--- src/rtl/keypad_emulator_if.sv ---
// keypad_emulator_if
//   Command channel between a host and the keypad emulator.
//
//   Handshake: the host drives cmd_valid together with cmd_key, cmd_hold and
//   cmd_bounce. A command transfers on a rising clock edge where both
//   cmd_valid and cmd_ready are high. While cmd_ready is low, the emulator
//   ignores cmd_valid and the payload, so the host may change them freely.
//
//   Signals:
//     cmd_valid   host -> emulator  command offered
//     cmd_ready   emulator -> host  emulator idle
//     cmd_key     host -> emulator  key index {row[1:0], col[1:0]}
//     cmd_hold    host -> emulator  hold time in ticks (0 behaves as 1)
//     cmd_bounce  host -> emulator  1 = play contact chatter on press/release
interface keypad_emulator_if;
    logic       cmd_valid;
    logic       cmd_ready;
    logic [3:0] cmd_key;
    logic [7:0] cmd_hold;
    logic       cmd_bounce;

    modport master (
        output cmd_valid, cmd_key, cmd_hold, cmd_bounce,
        input  cmd_ready
    );

    modport slave (
        input  cmd_valid, cmd_key, cmd_hold, cmd_bounce,
        output cmd_ready
    );
endinterface

--- src/rtl/keypad_emulator.sv ---
// keypad_emulator
//   Emulates one key of a 4x4 matrix keypad on a scanner's row/column pins.
//   A host command plays a press (optional chatter), holds the contact for a
//   number of ticks, releases it (optional chatter), enforces a released gap
//   and then pulses done.
//
//   Ports:
//     clk, rst_n  clock, asynchronous active-low reset
//     cmd         command channel (keypad_emulator_if.slave)
//     cols        column strobes from the scanner, active high
//     rows        emulated row sense, active high, registered
//     contact     emulated contact state (1 = closed), registered
//     done        one-cycle pulse in the first idle cycle after a sequence
//     state_o     current FSM state, for observation
module keypad_emulator #(
    parameter int unsigned TICK_DIV   = 256,
    parameter int unsigned BOUNCE_LEN = 16,
    parameter int unsigned GAP_TICKS  = 4,
    parameter logic [7:0]  LFSR_SEED  = 8'hA5
) (
    input  logic              clk,
    input  logic              rst_n,
    keypad_emulator_if.slave  cmd,
    input  logic [3:0]        cols,
    output logic [3:0]        rows,
    output logic              contact,
    output logic              done,
    output logic [2:0]        state_o
);

    typedef enum logic [2:0] {
        IDLE       = 3'd0,
        BOUNCE_IN  = 3'd1,
        HELD       = 3'd2,
        BOUNCE_OUT = 3'd3,
        GAP        = 3'd4
    } state_t;

    // One counter serves as tick prescaler and as bounce-phase cycle counter.
    localparam int unsigned PMAX = (TICK_DIV > BOUNCE_LEN) ? TICK_DIV : BOUNCE_LEN;
    localparam int unsigned CW   = $clog2(PMAX + 1);

    state_t          state_q, state_d;
    logic [CW-1:0]   presc_q, presc_d;
    logic [7:0]      tick_q, tick_d;
    logic [3:0]      key_q, key_d;
    logic [7:0]      hold_q, hold_d;
    logic            bounce_q, bounce_d;
    logic [7:0]      lfsr_q, lfsr_d;
    logic            contact_q, contact_d;
    logic [3:0]      rows_q, rows_d;
    logic            done_q, done_d;

    logic            tick_end;
    logic            bounce_end;
    logic            in_bounce_d;

    assign tick_end   = (presc_q == CW'(TICK_DIV - 1));
    assign bounce_end = (presc_q == CW'(BOUNCE_LEN - 1));

    always_comb begin
        state_d  = state_q;
        presc_d  = presc_q + 1'b1;
        tick_d   = tick_q;
        key_d    = key_q;
        hold_d   = hold_q;
        bounce_d = bounce_q;

        case (state_q)
            IDLE: begin
                presc_d = '0;
                if (cmd.cmd_valid) begin
                    key_d    = cmd.cmd_key;
                    hold_d   = (cmd.cmd_hold == 8'd0) ? 8'd1 : cmd.cmd_hold;
                    bounce_d = cmd.cmd_bounce;
                    state_d  = cmd.cmd_bounce ? BOUNCE_IN : HELD;
                end
            end
            BOUNCE_IN: begin
                if (bounce_end) state_d = HELD;
            end
            HELD: begin
                if (tick_end) begin
                    presc_d = '0;
                    tick_d  = tick_q + 8'd1;
                    if (tick_q == 8'(hold_q - 8'd1))
                        state_d = bounce_q ? BOUNCE_OUT : GAP;
                end
            end
            BOUNCE_OUT: begin
                if (bounce_end) state_d = GAP;
            end
            GAP: begin
                if (tick_end) begin
                    presc_d = '0;
                    tick_d  = tick_q + 8'd1;
                    if (tick_q == 8'(GAP_TICKS - 1)) state_d = IDLE;
                end
            end
            default: state_d = IDLE;
        endcase

        // Every state starts its timing from zero.
        if (state_d != state_q) begin
            presc_d = '0;
            tick_d  = 8'd0;
        end
    end

    // contact is registered from the next-state decode so it changes in the
    // same cycle the new state becomes visible. The LFSR steps only on edges
    // that land in a bounce state, so each bounce cycle sees a fresh bit.
    always_comb begin
        in_bounce_d = (state_d == BOUNCE_IN) || (state_d == BOUNCE_OUT);
        lfsr_d      = lfsr_q;
        if (in_bounce_d)
            lfsr_d = {lfsr_q[6:0], lfsr_q[7] ^ lfsr_q[5] ^ lfsr_q[4] ^ lfsr_q[3]};
        contact_d = in_bounce_d ? lfsr_q[0] : (state_d == HELD);
        done_d    = (state_q == GAP) && (state_d == IDLE);
    end

    // Only the addressed row responds, and only to its own column.
    always_comb begin
        rows_d = 4'b0000;
        for (int r = 0; r < 4; r++)
            rows_d[r] = contact_q && (key_q[3:2] == 2'(r)) && cols[key_q[1:0]];
    end

    always_ff @(posedge clk or negedge rst_n) begin
        if (!rst_n) begin
            state_q   <= IDLE;
            presc_q   <= '0;
            tick_q    <= 8'd0;
            key_q     <= 4'd0;
            hold_q    <= 8'd1;
            bounce_q  <= 1'b0;
            lfsr_q    <= LFSR_SEED;
            contact_q <= 1'b0;
            rows_q    <= 4'b0000;
            done_q    <= 1'b0;
        end else begin
            state_q   <= state_d;
            presc_q   <= presc_d;
            tick_q    <= tick_d;
            key_q     <= key_d;
            hold_q    <= hold_d;
            bounce_q  <= bounce_d;
            lfsr_q    <= lfsr_d;
            contact_q <= contact_d;
            rows_q    <= rows_d;
            done_q    <= done_d;
        end
    end

    assign cmd.cmd_ready = (state_q == IDLE);
    assign rows          = rows_q;
    assign contact       = contact_q;
    assign done          = done_q;
    assign state_o       = state_q;

endmodule

--- src/flat_wrapper.sv ---
// flat-port wrapper written by rule: the top's interface ports become plain ports
module keypad_emulator_flat 
#(
    parameter int unsigned TICK_DIV   = 256,
    parameter int unsigned BOUNCE_LEN = 16,
    parameter int unsigned GAP_TICKS  = 4,
    parameter logic [7:0]  LFSR_SEED  = 8'hA5
)
  (clk, rst_n, cols, rows, contact, done, state_o, cmd_cmd_valid, cmd_cmd_key, cmd_cmd_hold, cmd_cmd_bounce, cmd_cmd_ready);
  keypad_emulator_if cmd_i ();
  input  logic clk;
  input  logic rst_n;
  input  logic [3:0] cols;
  output logic [3:0] rows;
  output logic contact;
  output logic done;
  output logic [2:0] state_o;
  input wire logic [$bits(cmd_i.cmd_valid)-1:0] cmd_cmd_valid;
  input wire logic [$bits(cmd_i.cmd_key)-1:0] cmd_cmd_key;
  input wire logic [$bits(cmd_i.cmd_hold)-1:0] cmd_cmd_hold;
  input wire logic [$bits(cmd_i.cmd_bounce)-1:0] cmd_cmd_bounce;
  output wire logic [$bits(cmd_i.cmd_ready)-1:0] cmd_cmd_ready;
  assign cmd_i.cmd_valid = cmd_cmd_valid;
  assign cmd_i.cmd_key = cmd_cmd_key;
  assign cmd_i.cmd_hold = cmd_cmd_hold;
  assign cmd_i.cmd_bounce = cmd_cmd_bounce;
  assign cmd_cmd_ready = cmd_i.cmd_ready;
  keypad_emulator #(.TICK_DIV(TICK_DIV), .BOUNCE_LEN(BOUNCE_LEN), .GAP_TICKS(GAP_TICKS), .LFSR_SEED(LFSR_SEED)) u_core (.clk(clk), .rst_n(rst_n), .cmd(cmd_i), .cols(cols), .rows(rows), .contact(contact), .done(done), .state_o(state_o));
endmodule
--- config.mk ---
export PLATFORM = sky130hd
export DESIGN_NAME = keypad_emulator_flat
export DESIGN_NICKNAME = d
export VERILOG_FILES = /design/src/rtl/keypad_emulator_if.sv /design/src/rtl/keypad_emulator.sv /design/src/flat_wrapper.sv
export SDC_FILE = /design/constraint.sdc
export NUM_CORES = 1
export LEC_CHECK = 0
export BUFFER_PORTS_ARGS = -buffer_cell sky130_fd_sc_hd__buf_4
export CAP_MARGIN = 0
export CORE_ASPECT_RATIO = 1.75
export CORE_MARGIN = 8
export CORE_UTILIZATION = 25
export DETAILED_ROUTE_END_ITERATION = 12
export GPL_TIMING_DRIVEN = 0
export MAX_ROUTING_LAYER = met4
export SLEW_MARGIN = 40
export SYNTH_ARGS = -nofsm -noshare
export SYNTH_HDL_FRONTEND = slang
export SYNTH_SLANG_ARGS = --single-unit
--- constraint.sdc ---
create_clock -name clk -period 5.4 [get_ports clk]
set_clock_uncertainty 0.15 [all_clocks]
set_input_delay 0.27 -clock clk [delete_from_list [all_inputs] [get_ports clk]]
set_output_delay 0.27 -clock clk [all_outputs]
set_load 0.1 [all_outputs]
==> flow_summary.ini, run 1 <==
[detailed_routing]
route.final.wire_length_um = 5300
drt-initial-drc-count = 112
detailed_routing_iteration_count_for_the_pre_antenna_repair_pass = 4
vias = 1786
drcViolationCount = 0
wl_per_cell_um = 13.4
viasPerCell = 4.52
detail-route-antenna-nets = 0

[grt]
grt_first_pass_wirelength_um = 9000
antenna_violations_before_repair = 0
grt_pass1_vias = 1864
gr-total-overflow = 0
maximum_number_of_pins_on_one_net_before_global_route_repair = 48
global_route.usage.total_pct = 8.62

[pwr]
worst_ir_drop_vdd_uv = 130
share_of_total_power_in_sequential_cells_pct = 48.0
p_comb_share_pct = 3.3
finalPower_uw = 735
leakagePower_nw = 1.42
power.switching_uw = 151
share_clk_of_total_power_pct = 48.7
p_sw_share_pct = 20.5
internal-power_uw = 584
power_density_of_the_placed_cells_mw_per_mm2 = 242

[worst_setup_path]
crit_fanout = 10
critical_path.startpoint_type = register
reg2reg_setup_slack_ns = 2.29
cp.arrival_ns = 3.13
endpoint_kind = register
critPathRequiredTime_ns = 5.42
rr_worst_depth = 9
path_class = register to register

[logic_synthesis]
yosys_warnings = 0
seq_area_frac_synth_pct = 47.7
synth-main-ff-cell = sky130_fd_sc_hd__dfrtp_1
ys_types = 45
synth.cell_area_mm2 = 0.00248
synth.avg_cell_area_um2 = 10.7
syn_nets = 257
synth-edff-count = 0
ys_seq_elements = 47
synthArstFlopShare_pct = 100
post_synth_inst_count = 232

[placement]
place_congestion = 0.782
dp.final_hpwl_um = 4120
number_of_i_o_port_buffers = 29

[die]
die_area_mm2 = 0.0135
placementRows = 48
placeableCoreArea_mm2 = 0.00979
fp.dieW_um = 91.3
chipHeight_um = 148
floorplan.initialDensity_pct = 25.3
pin_count = 30

[sta]
final_period_minus_worst_setup_slack_ns = 3.11
max_clock_freq_mhz = 322
slew_headroom_pct = 54.5
worst-slew-pin-transition_ns = 0.679
fin_hold_ws_ns = 0.0614
setup_tns_ns = 0
hold_vio_cnt_final = 0
final-max-slew-violation-count = 0
rsz0062_at_grt = false
report.final.setup_viol = 0
final_min_period_over_clock_period_pct = 57.5

[run_status]
status = completed

[clock_network]
clock_sink_count = 47
clockBufferDepth = 2
cts_resized = 0
ctsRootBufferMaster = sky130_fd_sc_hd__clkbuf_16
cts_setup_buffers = 0
hold_buf_count_cts = 1
ctsHtreeMaxLevel = 2
clkLatencyLatePin_ns = 0.29
clock_tree_from_tritoncts = done
tritoncts.num_buffers = 5
cts.clk_slew.worst_paths_ns = 0.07

[layout]
num_antenna_cells = 0
drive_above_1_share_pct = 26.3
final_nets = 294
layout-area-overhead-vs-synth_pct = 22.7

[job]
cap_violations = 0

[hold_path]
worst_hold_path_type = input port to register
timing.hold.worst_path_depth = 3
final timing paths:
path                                    from                end
min reg2reg                u_core.presc_q[0]  u_core.presc_q[0]
max in group asynchronous              rst_n   u_core.lfsr_q[3]
max reg2reg                 u_core.hold_q[0]   u_core.lfsr_q[3]
min                          cmd_cmd_hold[1]   u_core.hold_q[1]
max                         u_core.hold_q[0]   u_core.lfsr_q[3]
min in group asynchronous              rst_n   u_core.tick_q[4]
metrics by stage:
step	instances	utilization, %	instance area, µm²	setup slack (ns)
floorplan	232	-	2480	0.647
global placement	386	29.1	2850	2.34
detailed placement	386	29.2	2860	2.30
CTS	395	31.1	3040	2.26
global route	395	31.1	3040	2.10
finish	395	31.1	3040	2.29
registers in the layout (all words and copies together) (netlist names):
signal           count
u_core.bounce_q      1
u_core.key_q         4
u_core.done          1
u_core.lfsr_q        8
u_core.rows          4
u_core.contact       1
u_core.state_o       3
u_core.hold_q        8
u_core.presc_q       9
u_core.tick_q        8
placed cells by master (no fill, tap or decap), types with 3 or more instances in the layout:
cell and count:
sky130_fd_sc_hd__dfrtp_1 42, sky130_fd_sc_hd__buf_4 29, sky130_fd_sc_hd__nor2_1 26, sky130_fd_sc_hd__mux2_2 17
sky130_fd_sc_hd__nand2_1 16, sky130_fd_sc_hd__xor2_1 14, sky130_fd_sc_hd__xnor2_1 11, sky130_fd_sc_hd__nor3_1 8
sky130_fd_sc_hd__inv_1 7, sky130_fd_sc_hd__a21oi_1 7, sky130_fd_sc_hd__o21ai_0 7, sky130_fd_sc_hd__nand3_1 6
sky130_fd_sc_hd__clkbuf_1 6, sky130_fd_sc_hd__and3_1 5, sky130_fd_sc_hd__ha_1 5, sky130_fd_sc_hd__clkbuf_16 5
sky130_fd_sc_hd__dfstp_2 5, sky130_fd_sc_hd__nand4_1 4, sky130_fd_sc_hd__a31oi_1 4, sky130_fd_sc_hd__nor3b_1 3
sky130_fd_sc_hd__nand2b_1 3
per-layer routing:
| layer | wire length [µm] | GRT usage, % | vias up |
|---|---|---|---|
| li1 | - | - | 883 |
| met5 | 0 | - | - |
| met1 | 1960 | 8.14 | 877 |
| met2 | 3050 | 15.5 | 18 |
| met3 | 127 | 1.88 | 8 |
| met4 | 163 | 5.36 | 0 |
cells in the mapped netlist (all sizes together), types with 3 or more instances:
library cell	number	area (µm²)
o31ai	3	55.1
dfrtp	42	1050
nor2	26	97.6
a21oi	7	35.0
ha	5	62.6
o21ai	7	35.0
mux2	18	203
nand2b	3	18.8
buf	3	13.8
nand3	6	30.0
xor2	14	123
dfstp	5	131
xnor2	11	96.3
inv	7	26.3
nor3	8	40.0
and3	5	31.3
clkbuf	6	22.5
nor3b	4	30.0
a31oi	5	37.5
nand2	16	60.1
nor4	3	33.8
nand4	4	25.0
worst max-delay path, stage by stage, from the launching register on:
cell and delay, ns:
sky130_fd_sc_hd__dfstp_2 0.59, sky130_fd_sc_hd__inv_1 0.07, sky130_fd_sc_hd__ha_1 0.18, sky130_fd_sc_hd__buf_2 0.16
sky130_fd_sc_hd__nor2b_1 0.13, sky130_fd_sc_hd__or3_1 0.36, sky130_fd_sc_hd__a31oi_2 0.27, sky130_fd_sc_hd__o211ai_4 0.17
sky130_fd_sc_hd__o31ai_4 0.50, sky130_fd_sc_hd__mux2_2 0.39
area by class of cell:
| class | instances | area [µm²] |
|---|---|---|
| plain buffers | 9 | 36.3 |
| clock inverters | 3 | 47.5 |
| inverters | 7 | 26.3 |
| well taps | 125 | 156 |
| flip-flops and latches | 47 | 1180 |
| fillers | 1010 | 6750 |
| clock buffers | 5 | 125 |
| repair buffers | 30 | 228 |
| multi-input cells | 169 | 1240 |
power by group through the flow:
stage	logic [mW]	clock network [mW]	registers, mW
finish	0.0242	0.358	0.353
global route	0.0272	0.386	0.352
CTS	0.0253	0.370	0.352
detailed placement	0.0247	0	0.359
global placement	0.0242	0	0.359
floorplan	0.00195	0	0.362
kinds of logic after synthesis:
logic type	after synthesis	synth area share [%]
fa+ha+maj	5	2.52
simple gates	86	18.1
flops	47	47.7
xor+xnor	25	8.83
buf+inv	16	2.52
mux	20	9.49
compound gates	33	10.9
No activity file was read; power rests on OpenSTA's default activity.
==> run 2, diff against run 1 <==
clock period = 3.1 ns   (was 5.4 ns; I/O delays follow)
==> flow_summary.ini, run 2 (synthesized netlist as in run 1, its figures left out) <==
[run_status]
status = completed

[die]
placeableCoreArea_mm2 = 0.00979
fp.dieW_um = 91.3
die_area_mm2 = 0.0135
floorplan.initialDensity_pct = 25.3
pin_count = 30
placementRows = 48
chipHeight_um = 148

[clock_network]
ctsRootBufferMaster = sky130_fd_sc_hd__clkbuf_16
clock_sink_count = 47
clkLatencyLatePin_ns = 0.29
ctsHtreeMaxLevel = 2
clockBufferDepth = 2
tritoncts.num_buffers = 5
cts.clk_slew.worst_paths_ns = 0.06
clock_tree_from_tritoncts = done

[grt]
maximum_number_of_pins_on_one_net_before_global_route_repair = 48
global_route.usage.total_pct = 8.76
antenna_violations_before_repair = 0
gr-total-overflow = 0
grt_pass1_vias = 1964
grt_first_pass_wirelength_um = 9230

[layout]
most_frequent_cells_in_the_layout = sky130_fd_sc_hd__dfrtp_1, sky130_fd_sc_hd__buf_4, sky130_fd_sc_hd__nor2_1
layout-area-overhead-vs-synth_pct = 30.8
top_register = u_core.presc_q
final_common_cell = sky130_fd_sc_hd__dfrtp_1
number_of_flip_flops_under_the_largest_register_name = 9
final_nets = 308
num_antenna_cells = 0
drive_above_1_share_pct = 26.8

[hold_path]
worst_hold_path_type = input port to register

[worst_setup_path]
cp.arrival_ns = 2.97
crit_chain = inv_1 > ha_1 > buf_2 > nor2b_1 > or3_1 > a31oi_4 > o211ai_4 > o31ai_4 > buf_12 > mux2_2
crit_fanout = 10
max_stage_delay_ns = 0.59
critical_path.startpoint_type = register
path_class = register to register
cp_num_buf_inv = 3
cp_top_family = compound AO/OA/AOI/OAI gates
critPathRequiredTime_ns = 3.13
endpoint_kind = register
timing.critical_path.slowest_stage_cell = sky130_fd_sc_hd__dfstp_2

[placement]
dp.final_hpwl_um = 4020
place_congestion = 0.802
number_of_i_o_port_buffers = 29

[pwr]
worst_ir_drop_vdd_uv = 234
power_density_of_the_placed_cells_mw_per_mm2 = 421
leakagePower_nw = 1.48

[detailed_routing]
detailed_routing_iteration_count_for_the_pre_antenna_repair_pass = 4
drt-initial-drc-count = 86
wl_per_cell_um = 13.1
drcViolationCount = 0
vias = 1855
viasPerCell = 4.54
detail-route-antenna-nets = 0
route.final.wire_length_um = 5350

[sta]
final_min_period_over_clock_period_pct = 95.0
final-max-slew-violation-count = 0
rsz0062_at_grt = false
hold_vio_cnt_final = 0
setup_tns_ns = 0
slew_headroom_pct = 60.0
max_clock_freq_mhz = 340
fin_hold_ws_ns = 0.132
worst-slew-pin-transition_ns = 0.600
report.final.setup_viol = 0
final_period_minus_worst_setup_slack_ns = 2.94

[job]
cap_violations = 0
-- run 2: changes by cell type in the layout (fill, tap and decap cells not counted), sizes merged --
cell,before,now
dlygate4sd3,1,14
inv,8,7
buf,32,33
clkinv,1,0
bufinv,1,2
clkinvlp,0,1
-- run 2: final timing paths --
path / from / endpoint / slack, ns / cells past startpoint
min reg2reg: u_core.presc_q[0] / u_core.presc_q[0] / 0.31 / 1
min: cmd_cmd_valid / u_core.state_o[1] / 0.13 / 4
max reg2reg: u_core.hold_q[0] / u_core.lfsr_q[1] / 0.16 / 10
max: u_core.hold_q[0] / u_core.lfsr_q[1] / 0.16 / 10
max in group asynchronous: rst_n / u_core.state_o[0] / 2.09 / 2
min in group asynchronous: rst_n / u_core.tick_q[2] / 0.26 / 2
-- run 2: metal layers --
metal	vias to the layer above	global-route usage, %	share of wire, %
met3	12	1.42	2.0
li1	912	-	-
met1	905	8.28	38
met2	26	16.0	56
met4	0	5.52	3.3
met5	-	-	0
-- run 2: report_power, final --
group	switching, mW	internal [mW]
sequential	0.000232	0.614
combinational	0.0270	0.0294
clock	0.232	0.462
total	0.259	1.11
-- run 2: layout make-up --
class                      count  area (µm²)
fill                         974        6550
multi-input combinational    169        1270
sequential                    47        1190
timing repair buffer          44         378
tap                          125         156
clock buffer                   5         125
clock inverter                 3        67.6
buffer                         9        36.3
inverter                       7        26.3
-- run 2: timing repair --
| item | 4_1_cts | 5_1_grt |
|---|---|---|
| setup buffers | 0 | 1 |
| endpoints found under the hold margin | 56 | 0 |
| setup endpoints to repair | 4 | 17 |
| pin swaps | 1 | 2 |
| resized for setup | 0 | 2 |
| hold buffers | 14 | 0 |
-- run 2: worst min-delay path, cell delays in order --
cell and delay [ns]:
sky130_fd_sc_hd__buf_4 0.12, sky130_fd_sc_hd__nor3b_1 0.15, sky130_fd_sc_hd__nand2_1 0.06, sky130_fd_sc_hd__a21oi_1 0.05
-- run 2: per-stage QoR --
| stage | power, mW | cell area (µm²) | std cells | util, % | setup slack (ns) |
|---|---|---|---|---|---|
| finish | 1.36 | 3240 | 409 | 33.1 | 0.156 |
| global route | 1.42 | 3240 | 409 | 33.1 | 0.0100 |
| CTS | 1.39 | 3210 | 408 | 32.7 | 0.0202 |
| detailed placement | 0.669 | 2870 | 386 | 29.3 | 0.00595 |
| global placement | 0.668 | 2870 | 386 | 29.3 | 0.0399 |
| floorplan | 0.634 | 2490 | 232 | - | 0.0138 |
